$ cat config.mk
export PLATFORM = sky130hd
export DESIGN_NAME = pipelined_stage_sequencer
export DESIGN_NICKNAME = d
export VERILOG_FILES = /design/src/rtl/pipelined_stage_sequencer_pkg.sv /design/src/rtl/pipelined_stage_sequencer_stage_wait_timer.sv /design/src/rtl/pipelined_stage_sequencer.sv
export SDC_FILE = /design/constraint.sdc
export NUM_CORES = 1
export LEC_CHECK = 0
export BUFFER_PORTS_ARGS = -buffer_cell sky130_fd_sc_hd__buf_2
export CORE_UTILIZATION = 46
export DETAILED_ROUTE_END_ITERATION = 10
export PLACE_DENSITY_LB_ADDON = 0.1
export SLEW_MARGIN = 20
export SYNTH_ARGS = -nofsm -noshare
export SYNTH_HDL_FRONTEND = slang
export SYNTH_SLANG_ARGS = --single-unit
$ cat constraint.sdc
create_clock -name Clock -period 1.95 [get_ports Clock]
set_input_delay 0.2925 -clock Clock [delete_from_list [all_inputs] [get_ports Clock]]
set_output_delay 0.2925 -clock Clock [all_outputs]
set_load 0.03 [all_outputs]
$ cat src/rtl/pipelined_stage_sequencer_pkg.sv
// Shared stage encodings and op-class constants for the five-stage control sequencer.
package pipelined_stage_sequencer_pkg;

    typedef enum logic [2:0] {
        ST_FETCH     = 3'd0,
        ST_DECODE    = 3'd1,
        ST_EXECUTE   = 3'd2,
        ST_MEMORY    = 3'd3,
        ST_WRITEBACK = 3'd4,
        ST_FAULT     = 3'd7
    } stage_e;

    typedef enum logic [1:0] {
        OP_ALU    = 2'd0,
        OP_LOAD   = 2'd1,
        OP_STORE  = 2'd2,
        OP_BRANCH = 2'd3
    } op_class_e;

    function automatic logic uses_mem(op_class_e op);
        return (op == OP_LOAD) || (op == OP_STORE);
    endfunction

endpackage

$ cat src/rtl/pipelined_stage_sequencer_stage_wait_timer.sv
// Counts consecutive wait cycles; clears when not waiting, holds while frozen.
module stage_wait_timer #(
    parameter int TMO_W       = 4,
    parameter int MEM_TIMEOUT = 15
) (
    input  logic clk_i,
    input  logic rst_i,
    input  logic count_i,
    input  logic freeze_i,
    output logic terminal_o
);

    localparam logic [TMO_W-1:0] LIMIT = TMO_W'(MEM_TIMEOUT);

    logic [TMO_W-1:0] cnt_q, cnt_d;

    always_comb begin
        cnt_d = cnt_q;
        if (!freeze_i) cnt_d = count_i ? cnt_q + 1'b1 : '0;
    end

    always_ff @(posedge clk_i) begin
        if (rst_i) cnt_q <= '0;
        else       cnt_q <= cnt_d;
    end

    // A zero timeout disables the terminal compare entirely.
    assign terminal_o = (MEM_TIMEOUT != 0) && (cnt_q == LIMIT);

endmodule

$ cat src/rtl/pipelined_stage_sequencer.sv
// Multi-cycle FETCH/DECODE/EXECUTE/MEMORY/WRITEBACK controller driving datapath enables.
module pipelined_stage_sequencer
    import pipelined_stage_sequencer_pkg::*;
#(
    parameter int CNT_W       = 16,
    parameter int TMO_W       = 4,
    parameter int MEM_TIMEOUT = 15,
    parameter int SKIP_MEM    = 1
) (
    input  logic             Clock,
    input  logic             Reset,
    input  logic [1:0]       Op_Class,
    input  logic             Branch_Taken,
    input  logic             Mem_Ready,
    input  logic             Stall,
    output logic [2:0]       Stage,
    output logic             IR_Enable,
    output logic             PC_Enable,
    output logic             RA_Enable,
    output logic             RB_Enable,
    output logic             RZ_Enable,
    output logic             RM_Enable,
    output logic             RY_Enable,
    output logic             CCR_Enable,
    output logic             RF_WRITE,
    output logic             ROM1_Read,
    output logic             MEM_Request,
    output logic             MEM_Read_H_Write_L,
    output logic             Fault,
    output logic [CNT_W-1:0] Retired_Count
);

    stage_e           state_q, state_d;
    op_class_e        class_q, class_d;
    logic [CNT_W-1:0] retired_q, retired_d;
    logic             waiting, tmr_term, tmo_hit, skip_mem;

    assign skip_mem = (SKIP_MEM != 0) && !uses_mem(class_q);
    assign waiting  = !Mem_Ready && ((state_q == ST_FETCH) ||
                                     ((state_q == ST_MEMORY) && uses_mem(class_q)));
    assign tmo_hit  = waiting && tmr_term;

    stage_wait_timer #(
        .TMO_W       (TMO_W),
        .MEM_TIMEOUT (MEM_TIMEOUT)
    ) u_wait_timer (
        .clk_i      (Clock),
        .rst_i      (Reset),
        .count_i    (waiting),
        .freeze_i   (Stall),
        .terminal_o (tmr_term)
    );

    always_ff @(posedge Clock) begin
        if (Reset) begin
            state_q   <= ST_FETCH;
            class_q   <= OP_ALU;
            retired_q <= '0;
        end else begin
            state_q   <= state_d;
            class_q   <= class_d;
            retired_q <= retired_d;
        end
    end

    // Stall freezes everything except a faulted sequencer, which is frozen anyway.
    always_comb begin
        state_d   = state_q;
        class_d   = class_q;
        retired_d = retired_q;
        if (!Stall || state_q == ST_FAULT) begin
            case (state_q)
                ST_FETCH: begin
                    if (Mem_Ready)    state_d = ST_DECODE;
                    else if (tmo_hit) state_d = ST_FAULT;
                end
                ST_DECODE: begin
                    class_d = op_class_e'(Op_Class);
                    state_d = ST_EXECUTE;
                end
                ST_EXECUTE: state_d = skip_mem ? ST_WRITEBACK : ST_MEMORY;
                ST_MEMORY: begin
                    if (!uses_mem(class_q) || Mem_Ready) state_d = ST_WRITEBACK;
                    else if (tmo_hit)                    state_d = ST_FAULT;
                end
                ST_WRITEBACK: begin
                    retired_d = retired_q + 1'b1;
                    state_d   = ST_FETCH;
                end
                ST_FAULT: state_d = ST_FAULT;
                default:  state_d = ST_FETCH;
            endcase
        end
    end

    always_comb begin
        IR_Enable          = 1'b0;
        PC_Enable          = 1'b0;
        RA_Enable          = 1'b0;
        RB_Enable          = 1'b0;
        RZ_Enable          = 1'b0;
        RM_Enable          = 1'b0;
        RY_Enable          = 1'b0;
        CCR_Enable         = 1'b0;
        RF_WRITE           = 1'b0;
        ROM1_Read          = 1'b0;
        MEM_Request        = 1'b0;
        MEM_Read_H_Write_L = 1'b1;
        if (!Reset) begin
            if (state_q == ST_MEMORY && class_q == OP_STORE) MEM_Read_H_Write_L = 1'b0;
            if (!Stall) begin
                case (state_q)
                    ST_FETCH: begin
                        ROM1_Read = 1'b1;
                        IR_Enable = Mem_Ready;
                        PC_Enable = Mem_Ready;
                    end
                    ST_DECODE: begin
                        RA_Enable = 1'b1;
                        RB_Enable = 1'b1;
                    end
                    ST_EXECUTE: begin
                        RZ_Enable  = 1'b1;
                        CCR_Enable = (class_q == OP_ALU);
                        RM_Enable  = (class_q == OP_STORE);
                        PC_Enable  = (class_q == OP_BRANCH) && Branch_Taken;
                        RY_Enable  = skip_mem;
                    end
                    ST_MEMORY: begin
                        if (uses_mem(class_q)) begin
                            MEM_Request = 1'b1;
                            RY_Enable   = Mem_Ready && (class_q == OP_LOAD);
                        end else begin
                            RY_Enable   = 1'b1;
                        end
                    end
                    ST_WRITEBACK: RF_WRITE = (class_q == OP_ALU) || (class_q == OP_LOAD);
                    default: ;
                endcase
            end
        end
    end

    assign Stage         = state_q;
    assign Fault         = (state_q == ST_FAULT);
    assign Retired_Count = retired_q;

endmodule

# Word-level counts from Yosys, hierarchy flattened

Index checks and enable logic that the tools add are counted.

Logic and storage cells: 73
Input bits: 7
Output and inout bits: 32
Flip-flop bits (word level): 25

Reductions and logical operators: 18
$add $sub $neg: 2
Equality and inequality tests: 9
Muxes and demuxes: 40

Operator list:

| operator                                                              | count |
|---|---|
| 1-bit two-way mux                                                     | 32 |
| 16-bit by 1-bit adder with 16-bit output, second input constant       | 1 |
| 3-bit one-hot mux with 5 select lines                                 | 1 |
| 3-bit two-way mux                                                     | 4 |
| 3-bit by 2-bit equality test with 1-bit output, second input constant | 2 |
| 3-bit equality test, second input constant                            | 2 |
| 1-bit logical AND                                                     | 6 |
| 1-bit logical OR                                                      | 5 |
| 4-bit by 1-bit adder with 4-bit output, second input constant         | 1 |
| 2-bit equality test, second input constant                            | 2 |
| 4-bit equality test, second input constant                            | 1 |
| 4-bit two-way mux                                                     | 1 |
| 1-bit one-hot mux with 2 select lines                                 | 2 |
| 2-bit AND reduction                                                   | 2 |
| 3-bit by 1-bit equality test with 1-bit output, second input constant | 1 |
| 1-bit logical NOT                                                     | 3 |
| 3-bit logical NOT                                                     | 1 |
| 2-bit by 1-bit equality test with 1-bit output, second input constant | 1 |
| 2-bit logical NOT                                                     | 1 |

# Longest topological paths before layout

Gate-level depths: netlist (run 1).

Depth in word-level cells: 9
Gate-level depth with buffers: 7
Mapped depth without buffers: 6

# By module

A second synthesis (run 1) with hierarchy kept.

Cells, all modules: 174
Area total of the unflattened synthesis: 1411.4 um2

By module, submodules not included:

| module                    | seq. area each (um2) | cells each | times used | area an instance (um2) |
|---|---|---|---|---|
| pipelined_stage_sequencer | 420.4                | 152        | 1          | 1221.2 |
| stage_wait_timer          | 80.1                 | 22         | 1          | 190.2 |

# Worst setup path after synthesis (run 1)

Ideal clock, no wire load.

Path type: reg2reg
From: reg state_q[0] (netlist: Stage[0])
To: reg retired_q[15] (netlist: Retired_Count[15])
Setup slack: -0.356 ns
Library setup time: 0.070 ns
Required time: 1.880 ns
Clock period less this slack: 2.306 ns
Arrival: 2.235 ns
Cell stages (with the launch flop): 8
Cells stage by stage: dfxtp_1 > buf_2 > or4b_4 > buf_6 > or3_1 > clkbuf_2 > or4_1 > a21oi_1

Cells in the longest elaborated chain, start to end: 3

Ends and longest elaborated chain:

| item                                     | RTL line                        | RTL |
|---|---|---|
| start, declared                          | pipelined_stage_sequencer.sv:33 | `stage_e state_q, state_d;` |
| start signal, assigned                   | pipelined_stage_sequencer.sv:60 | `state_q <= state_d;` |
| 3-bit equality test                      | pipelined_stage_sequencer.sv:71 | `if (!Stall \|\| state_q == ST_FAULT) begin` |
| 1-bit logical OR                         | pipelined_stage_sequencer.sv:71 |  |
| 2-bit AND reduction (no source line) (*) | n/a                             |  |
| end signal, assigned                     | pipelined_stage_sequencer.sv:62 | `retired_q <= retired_d;` |
| end, declared                            | pipelined_stage_sequencer.sv:35 | `logic [CNT_W-1:0] retired_q, retired_d;` |

Every way passes the cells marked *; elsewhere a longest branch is shown, timed or not.
A chain may end at the register's enable or synchronous reset.

# Worst setup path in the final report (run 1)

From: reg state_q[2] (netlist: Stage[2])
To: out PC_Enable

Cells in the longest elaborated chain, start to end: 4

Ends and longest elaborated chain:

| item                                                                                | RTL line                         | RTL |
|---|---|---|
| 3-bit by 2-bit equality test with 1-bit output or 3-bit logical NOT (tied branches) | pipelined_stage_sequencer.sv:112 | `case (state_q)` |
| 1-bit one-hot mux with 2 select lines (*)                                           | pipelined_stage_sequencer.sv:112 |  |
| 1-bit two-way mux (*)                                                               | pipelined_stage_sequencer.sv:111 | `if (!Stall) begin` |
| 1-bit two-way mux (*)                                                               | pipelined_stage_sequencer.sv:109 | `if (!Reset) begin` |
| end, declared                                                                       | pipelined_stage_sequencer.sv:18  | `output logic PC_Enable,` |

Marks and branches as above.

==> metrics.txt, run 1 <==
smallest hold slack=0.222 ns; Critical Setup Path Class=flip-flop to primary output; launch instance of the worst register-to-register path=Stage[0]; clock tree sinks=25; diode insertion count for antenna repair=0; average footprint of a synthesized cell=7.84 um2; HPWL after DPL=2.35 mm; most frequent cells after synthesis=sky130_fd_sc_hd__dfxtp_1, sky130_fd_sc_hd__nor2_1, sky130_fd_sc_hd__a21oi_1, sky130_fd_sc_hd__nand2_1, sky130_fd_sc_hd__nand3_1; Maximum Capacitance Violations=0; area added between synthesis and finish=36.4%; classification of the worst-slack hold path=input pin to flip-flop; leading cell types by total area after synthesis=sky130_fd_sc_hd__dfxtp_1, sky130_fd_sc_hd__nor2_1, sky130_fd_sc_hd__ha_1; Post-synth top flop=sky130_fd_sc_hd__dfxtp_1; arrival time of the worst setup path=1.66 ns; initial antenna violation count=0; start point of the critical path=Stage[2]; minimum setup slack after placement=-0.0499 ns; maximum frequency from static timing analysis=0.511 GHz; final wirelength=approximately 3.7 mm; clk slew on worst S/H paths=around 0.12 ns; Final Hold Fails=0; Detail Route Antenna Nets=0; Static Leakage=0.781 nW; post-route fraction of the period consumed by the critical path=100%; number of buffers on the longest clock path=2; total overflow reported by the global router=0; required time at the worst-slack endpoint=1.66 ns; starting density of the core=around half; iteration count of the initial detailed-routing pass=7; #FFs+latches synth=25; final critical delay including setup and external delays=1.96 ns; final design instance area without fill=between 1500 and 2000 um2; synthesized net count=196; All-Layer GR Usage=a little under a quarter; post-synthesis sequential area ratio=34.9%; number of pins exceeding their max-slew limit in the final report=0; count of buffers from port buffering=38; transition at the pin with the smallest max-transition slack=0.406 ns; Max-slew headroom=72.7%; Final Skew=0.0134 ns; combined area of all synthesized cells=1440 um2; number of buffers created by CTS=3; DRC=2; hold buffers post-CTS=0; area occupied by multi-input gates=932 um2; share of layout cells above drive strength 1=37.3%; count of filler cells inserted in the layout=234; Async S/R FF share, synth=0%; placeable core region=2850 um2; Crit. End Element=primary output; area share of the largest cell type after synthesis=34.9%; power per unit of standard cell area=between 400 and 500 nW/um2; horizontal extent of the die=57.9 um; total cell area at the placement stage=1690 um2; vias in the first global route=1400; number of distinct library cell variants in the gate-level netlist after synthesis=between 40 and 50; Worst Path Max Fanout=5; I/O pins=39; H-tree depth=1; CTS tree=done; number of cells in the finished layout apart from fillers=264; Root Buffer=sky130_fd_sc_hd__clkbuf_4; result of the run=finished with violations; Placer Congestion=0.824; startpoint type of the worst setup path=flip-flop; EDFF count, synth=0; RSZ-0062 raised after global routing=true; Yosys warning count=0; Mapped Cells=183; via count normalized by instance count=5.74; biggest area consumer among synthesized cells=sky130_fd_sc_hd__dfxtp_1; violated checks=DRC, setup timing; Layout Nets=247; first-pass GRT wire length=5.97 mm; clock latency of the later-clocked register in the worst-skew pair=0.31 ns; min setup slack post-route=-0.00569 ns; DP Cell Count=250; pin count of the biggest net entering global routing=27; combined flip-flop and latch cell area=509 um2; die span in y=57.9 um; average detailed-routed wire length per instance=13.8 um; initial drt markers=90; maximum VDD drop=0.330 mV; via count=approximately 1500; hold path startpoint=Op_Class[0]; count of endpoints failing setup in the final report=3; row cnt=19; Die Footprint=3350 um2; power consumption=0.920 mW
[flip-flops by register name, indices dropped and copies added, names as in the netlist]
name / count
Retired_Count: 16
u_wait_timer.cnt_q: 4
class_q: 2
Stage: 3
[power by group]
group | internal (mW) | switching [mW]
combinational | 0.0737 | 0.0974
sequential | 0.517 | 0.00638
clock | 0.0799 | 0.145
[per-layer routing]
layer	GRT usage, %	vias up	share of wire, %
met5	0	-	0
met4	6.80	0	1.3
met3	4.46	8	5.6
met2	37.9	57	48
met1	29.1	704	45
li1	-	746	-
[placed cells by master (no fill, tap or decap), types with 3 or more instances in the layout]
master	n
sky130_fd_sc_hd__xnor2_1	6
sky130_fd_sc_hd__buf_6	10
sky130_fd_sc_hd__inv_1	6
sky130_fd_sc_hd__buf_2	26
sky130_fd_sc_hd__nand4_1	5
sky130_fd_sc_hd__nor3_1	4
sky130_fd_sc_hd__dfxtp_1	20
sky130_fd_sc_hd__nand3_1	10
sky130_fd_sc_hd__o21ai_0	7
sky130_fd_sc_hd__xor2_1	3
sky130_fd_sc_hd__nor2_4	3
sky130_fd_sc_hd__ha_1	3
sky130_fd_sc_hd__nand2_1	14
sky130_fd_sc_hd__clkbuf_4	4
sky130_fd_sc_hd__buf_4	21
sky130_fd_sc_hd__nor2_1	21
sky130_fd_sc_hd__a21oi_1	12
sky130_fd_sc_hd__or3_1	7
sky130_fd_sc_hd__dfxtp_2	4
[worst paths after layout]
check             slack, ns  depth (start not counted)                     to
setup / recovery     -0.006                          5              PC_Enable
hold / removal         0.22                          3             class_q[0]
setup reg to reg       0.04                          4      Retired_Count[15]
hold reg to reg        0.50                          2  u_wait_timer.cnt_q[1]
[worst max-delay path: stages, from the launching register on]
cell	delay (ns)
sky130_fd_sc_hd__dfxtp_2	0.34
sky130_fd_sc_hd__buf_6	0.12
sky130_fd_sc_hd__or3_4	0.34
sky130_fd_sc_hd__or2_4	0.30
sky130_fd_sc_hd__a21oi_2	0.12
sky130_fd_sc_hd__buf_6	0.14
[stage by stage]
stage / utilization (%) / TNS [ns]
6_report: 68.6 / -0.0124
5_1_grt: 68.6 / -0.458
4_1_cts: 64.2 / 0
3_5_place_dp: 59.1 / -0.0499
3_3_place_gp: 59.1 / -0.0185
2_1_floorplan: - / -1.05
[cells by family after synthesis]
kind of cell / share of synthesized area [%]
flip-flops: 34.9
buffers and inverters: 6.54
AND/OR/NAND/NOR: 32.3
adder cells (fa/ha/maj): 5.23
AO/OA/AOI/OAI: 13.4
XOR/XNOR: 5.49
multiplexers: 2.09
[timing repair]
item                       CTS  global route
pin swaps                    5             2
setup buffers                5             5
gates resized for setup     26            24
setup endpoints to repair   12            14
[final cells by class]
| type | count | share of cell area [%] |
|---|---|---|
| Tap cell | 31 | 1.98 |
| Multi-Input combinational cell | 139 | 47.6 |
| Inverter | 6 | 1.15 |
| Clock buffer | 4 | 1.34 |
| Timing Repair Buffer | 59 | 21.9 |
| Sequential cell | 25 | 26.0 |
Power figures use the tool's default switching activity.
==> run 2, diff against run 1 <==
- ABC_AREA: not set -> 1
- CORE_UTILIZATION: 46 -> 47
==> metrics.txt, run 2 <==
power consumption=0.882 mW (-4.2%); diode insertion count for antenna repair=0 (unchanged); die span in y=58.5 um (+1.2%); Die Footprint=3430 um2 (+2.4%); via count normalized by instance count=4.77 (-17%); power dissipated by switching net loads=0.241 mW (-3.4%); maximum frequency from static timing analysis=0.542 GHz (+6.0%); final wirelength=3.23 mm (-12%); biggest area consumer among synthesized cells=sky130_fd_sc_hd__dfxtp_1; Root Buffer=sky130_fd_sc_hd__clkbuf_4; area added between synthesis and finish=19.6%; cells along the critical path=inv_1, ha_4, inv_1, nor4_2, buf_4; Detail Route Antenna Nets=0 (unchanged); worst-path cell with the longest stage delay=sky130_fd_sc_hd__dfxtp_2; cell with the most instances after synthesis=sky130_fd_sc_hd__nand2_1; #FFs+latches synth=25 (unchanged); I/O pins=39 (unchanged); count of endpoints failing setup in the final report=0 (-3); Yosys warning count=0 (unchanged); Pint=0.641 mW (-4.5%); total overflow reported by the global router=0 (unchanged); Final Hold Fails=0 (unchanged); initial drt markers=75 (-17%); flip-flop count of the largest register, all copies and words added=16 (unchanged); final critical delay including setup and external delays=1.84 ns (-0.111 ns); vias in the first global route=1217 (-13%); row cnt=20 (+1); RSZ-0062 raised after global routing=false; H-tree depth=1 (unchanged); longest individual stage delay on the worst path=0.36 ns (+0.02 ns); first-pass GRT wire length=5.37 mm (-10%); Critical Setup Path Class=flip-flop to primary output; clock tree sinks=25 (unchanged); Maximum Capacitance Violations=0 (unchanged); synthesized net count=242 (+23%); most frequent cells in the layout=sky130_fd_sc_hd__nand2_1, sky130_fd_sc_hd__nor2_1, sky130_fd_sc_hd__buf_2; classification of the worst-slack hold path=input pin to flip-flop; horizontal extent of the die=58.5 um (+1.2%); starting density of the core=49.2% (-1.1 points); area share of the largest cell type after synthesis=33.3% (-1.6 points); startpoint type of the worst setup path=flip-flop; number of pins exceeding their max-slew limit in the final report=0 (unchanged); number of buffers created by CTS=3 (unchanged); Async S/R FF share, synth=0% (unchanged); Layout Nets=282 (+14%); Static Leakage=0.795 nW (+1.7%); Post-synth top flop=sky130_fd_sc_hd__dfxtp_1; register share of total power=60.3% (+3.4 points); smallest hold slack=0.272 ns (+0.0496 ns); Most common cell on crit path=sky130_fd_sc_hd__inv_1; initial antenna violation count=0 (unchanged); EDFF count, synth=0 (unchanged); power per unit of standard cell area=491 nW/um2 (+4.4%); utilization after layout=58.9% (-9.7 points); top cell family by delay on the critical path=flip-flops; count of filler cells inserted in the layout=321 (+37%); number of distinct library cell variants in the gate-level netlist after synthesis=32 (-22%); share of layout cells above drive strength 1=23.1% (-14 points); Buffers & Inverters on Critical Path=3 (+1); via count=1488 (-1.8%); Crit. End Element=primary output; transition at the pin with the smallest max-transition slack=0.389 ns (-0.0177 ns); DRC=0 (-2); CTS tree=done; Clock power frac=25.2% (+0.7 points); clock latency of the later-clocked register in the worst-skew pair=0.31 ns (about the same); arrival time of the worst setup path=1.55 ns (-0.11 ns); iteration count of the initial detailed-routing pass=5 (-2); count of buffers from port buffering=38 (unchanged); average footprint of a synthesized cell=6.56 um2 (-16%); result of the run=finished, final reports clean; number of buffers on the longest clock path=2 (unchanged); All-Layer GR Usage=20.1% (-2.4 points); required time at the worst-slack endpoint=1.66 ns (about the same); clk slew on worst S/H paths=0.13 ns (about the same); Placer Congestion=0.887 (+7.6%); proportion of power drawn by combinational gates=14.6% (-4.0 points); Worst Path Max Fanout=3 (-2); average detailed-routed wire length per instance=10.3 um (-25%); pin count of the biggest net entering global routing=15 (-44%); placeable core region=3050 um2 (+7.0%); HPWL after DPL=2.52 mm (+7.3%); post-route fraction of the period consumed by the critical path=94.6% (-5.7 points); hold buffers post-CTS=0 (unchanged); switching share of power=27.3% (+0.23 points); Max-slew headroom=73.9% (+1.2 points); maximum VDD drop=0.470 mV (+42%); most frequent cells after synthesis=sky130_fd_sc_hd__nand2_1, sky130_fd_sc_hd__nor2_1, sky130_fd_sc_hd__inv_1; most common cell after layout, fill and taps aside=sky130_fd_sc_hd__nand2_1; leading cell types by total area after synthesis=sky130_fd_sc_hd__dfxtp_1, sky130_fd_sc_hd__nand2_1, sky130_fd_sc_hd__nor2_1; post-synthesis sequential area ratio=33.3% (-1.6 points); Final Skew=0.00290 ns (-0.0105 ns); Mapped Cells=229 (+25%); combined area of all synthesized cells=1500 um2 (+4.7%)
run 2: per-stage QoR:
stage                     worst slack, ns  area, um2  std cells  TNS (ns)
final                               0.105       1800        312         0
after global routing              0.00294       1800        312         0
after CTS                         0.00941       1770        312         0
after detailed placement            0.374       1750        308         0
after floorplan                   -0.0398       1510        229   -0.0796
after global placement              0.399       1750        308         0
run 2: cell families (layout without fill, tap and decap cells):
| kind of cell | after synthesis | in the layout | synth area share (%) |
|---|---|---|---|
| AND/OR/NAND/NOR | 115 | 115 | 34.8 |
| flip-flops | 25 | 25 | 33.3 |
| adder cells (fa/ha/maj) | 6 | 6 | 5.00 |
| buffers and inverters | 42 | 81 | 11.1 |
| AO/OA/AOI/OAI | 36 | 36 | 12.9 |
| XOR/XNOR | 5 | 5 | 2.91 |
run 2: area by class of cell:
class / instances / area, um2 / share of cell area (%)
multi-input cells: 162 / 860 / 47.8
flip-flops and latches: 25 / 503 / 28.0
repair buffers: 40 / 210 / 11.7
inverters: 37 / 141 / 7.87
well taps: 44 / 55.1 / 3.06
clock buffers: 3 / 22.5 / 1.25
clock inverters: 1 / 5.00 / 0.279
run 2: metal layers:
metal / part of all wire (%) / global-route usage, % / vias up
met5: 0 / 0 / -
met4: 0.62 / 3.40 / 0
met3: 4.5 / 4.18 / 2
met2: 39 / 28.2 / 39
met1: 56 / 31.8 / 640
li1: - / - / 807
run 2: path summary, 6_finish.rpt:
path | from | endpoint | slack (ns) | depth (start not counted)
worst min-delay path | Op_Class[0] | class_q[0] | 0.27 | 3
worst max-delay path | class_q[1] | MEM_Request | 0.11 | 5
worst max register to register | Stage[1] | Retired_Count[11] | 0.47 | 7
worst min register to register | u_wait_timer.cnt_q[3] | u_wait_timer.cnt_q[3] | 0.51 | 2
run 2: timing repair:
action	CTS	global route
endpoints found under the setup margin	0	2
buffers inserted	0	0
resized for setup	0	7
run 2: worst register-to-register path: stages (launching register included):
cell	delay, ns
sky130_fd_sc_hd__dfxtp_1	0.41
sky130_fd_sc_hd__nor2_4	0.17
sky130_fd_sc_hd__nand3_4	0.16
sky130_fd_sc_hd__inv_4	0.13
sky130_fd_sc_hd__nand4_2	0.13
sky130_fd_sc_hd__nor2_2	0.17
sky130_fd_sc_hd__xor2_1	0.16
sky130_fd_sc_hd__nor2_1	0.05
run 2: power by group through the flow:
stage	logic [mW]	clock network (mW)	registers (mW)
floorplan	0.0869	0	0.546
detailed placement	0.124	0	0.542
global route	0.148	0.257	0.533
CTS	0.124	0.236	0.531
finish	0.129	0.222	0.531
global placement	0.124	0	0.542
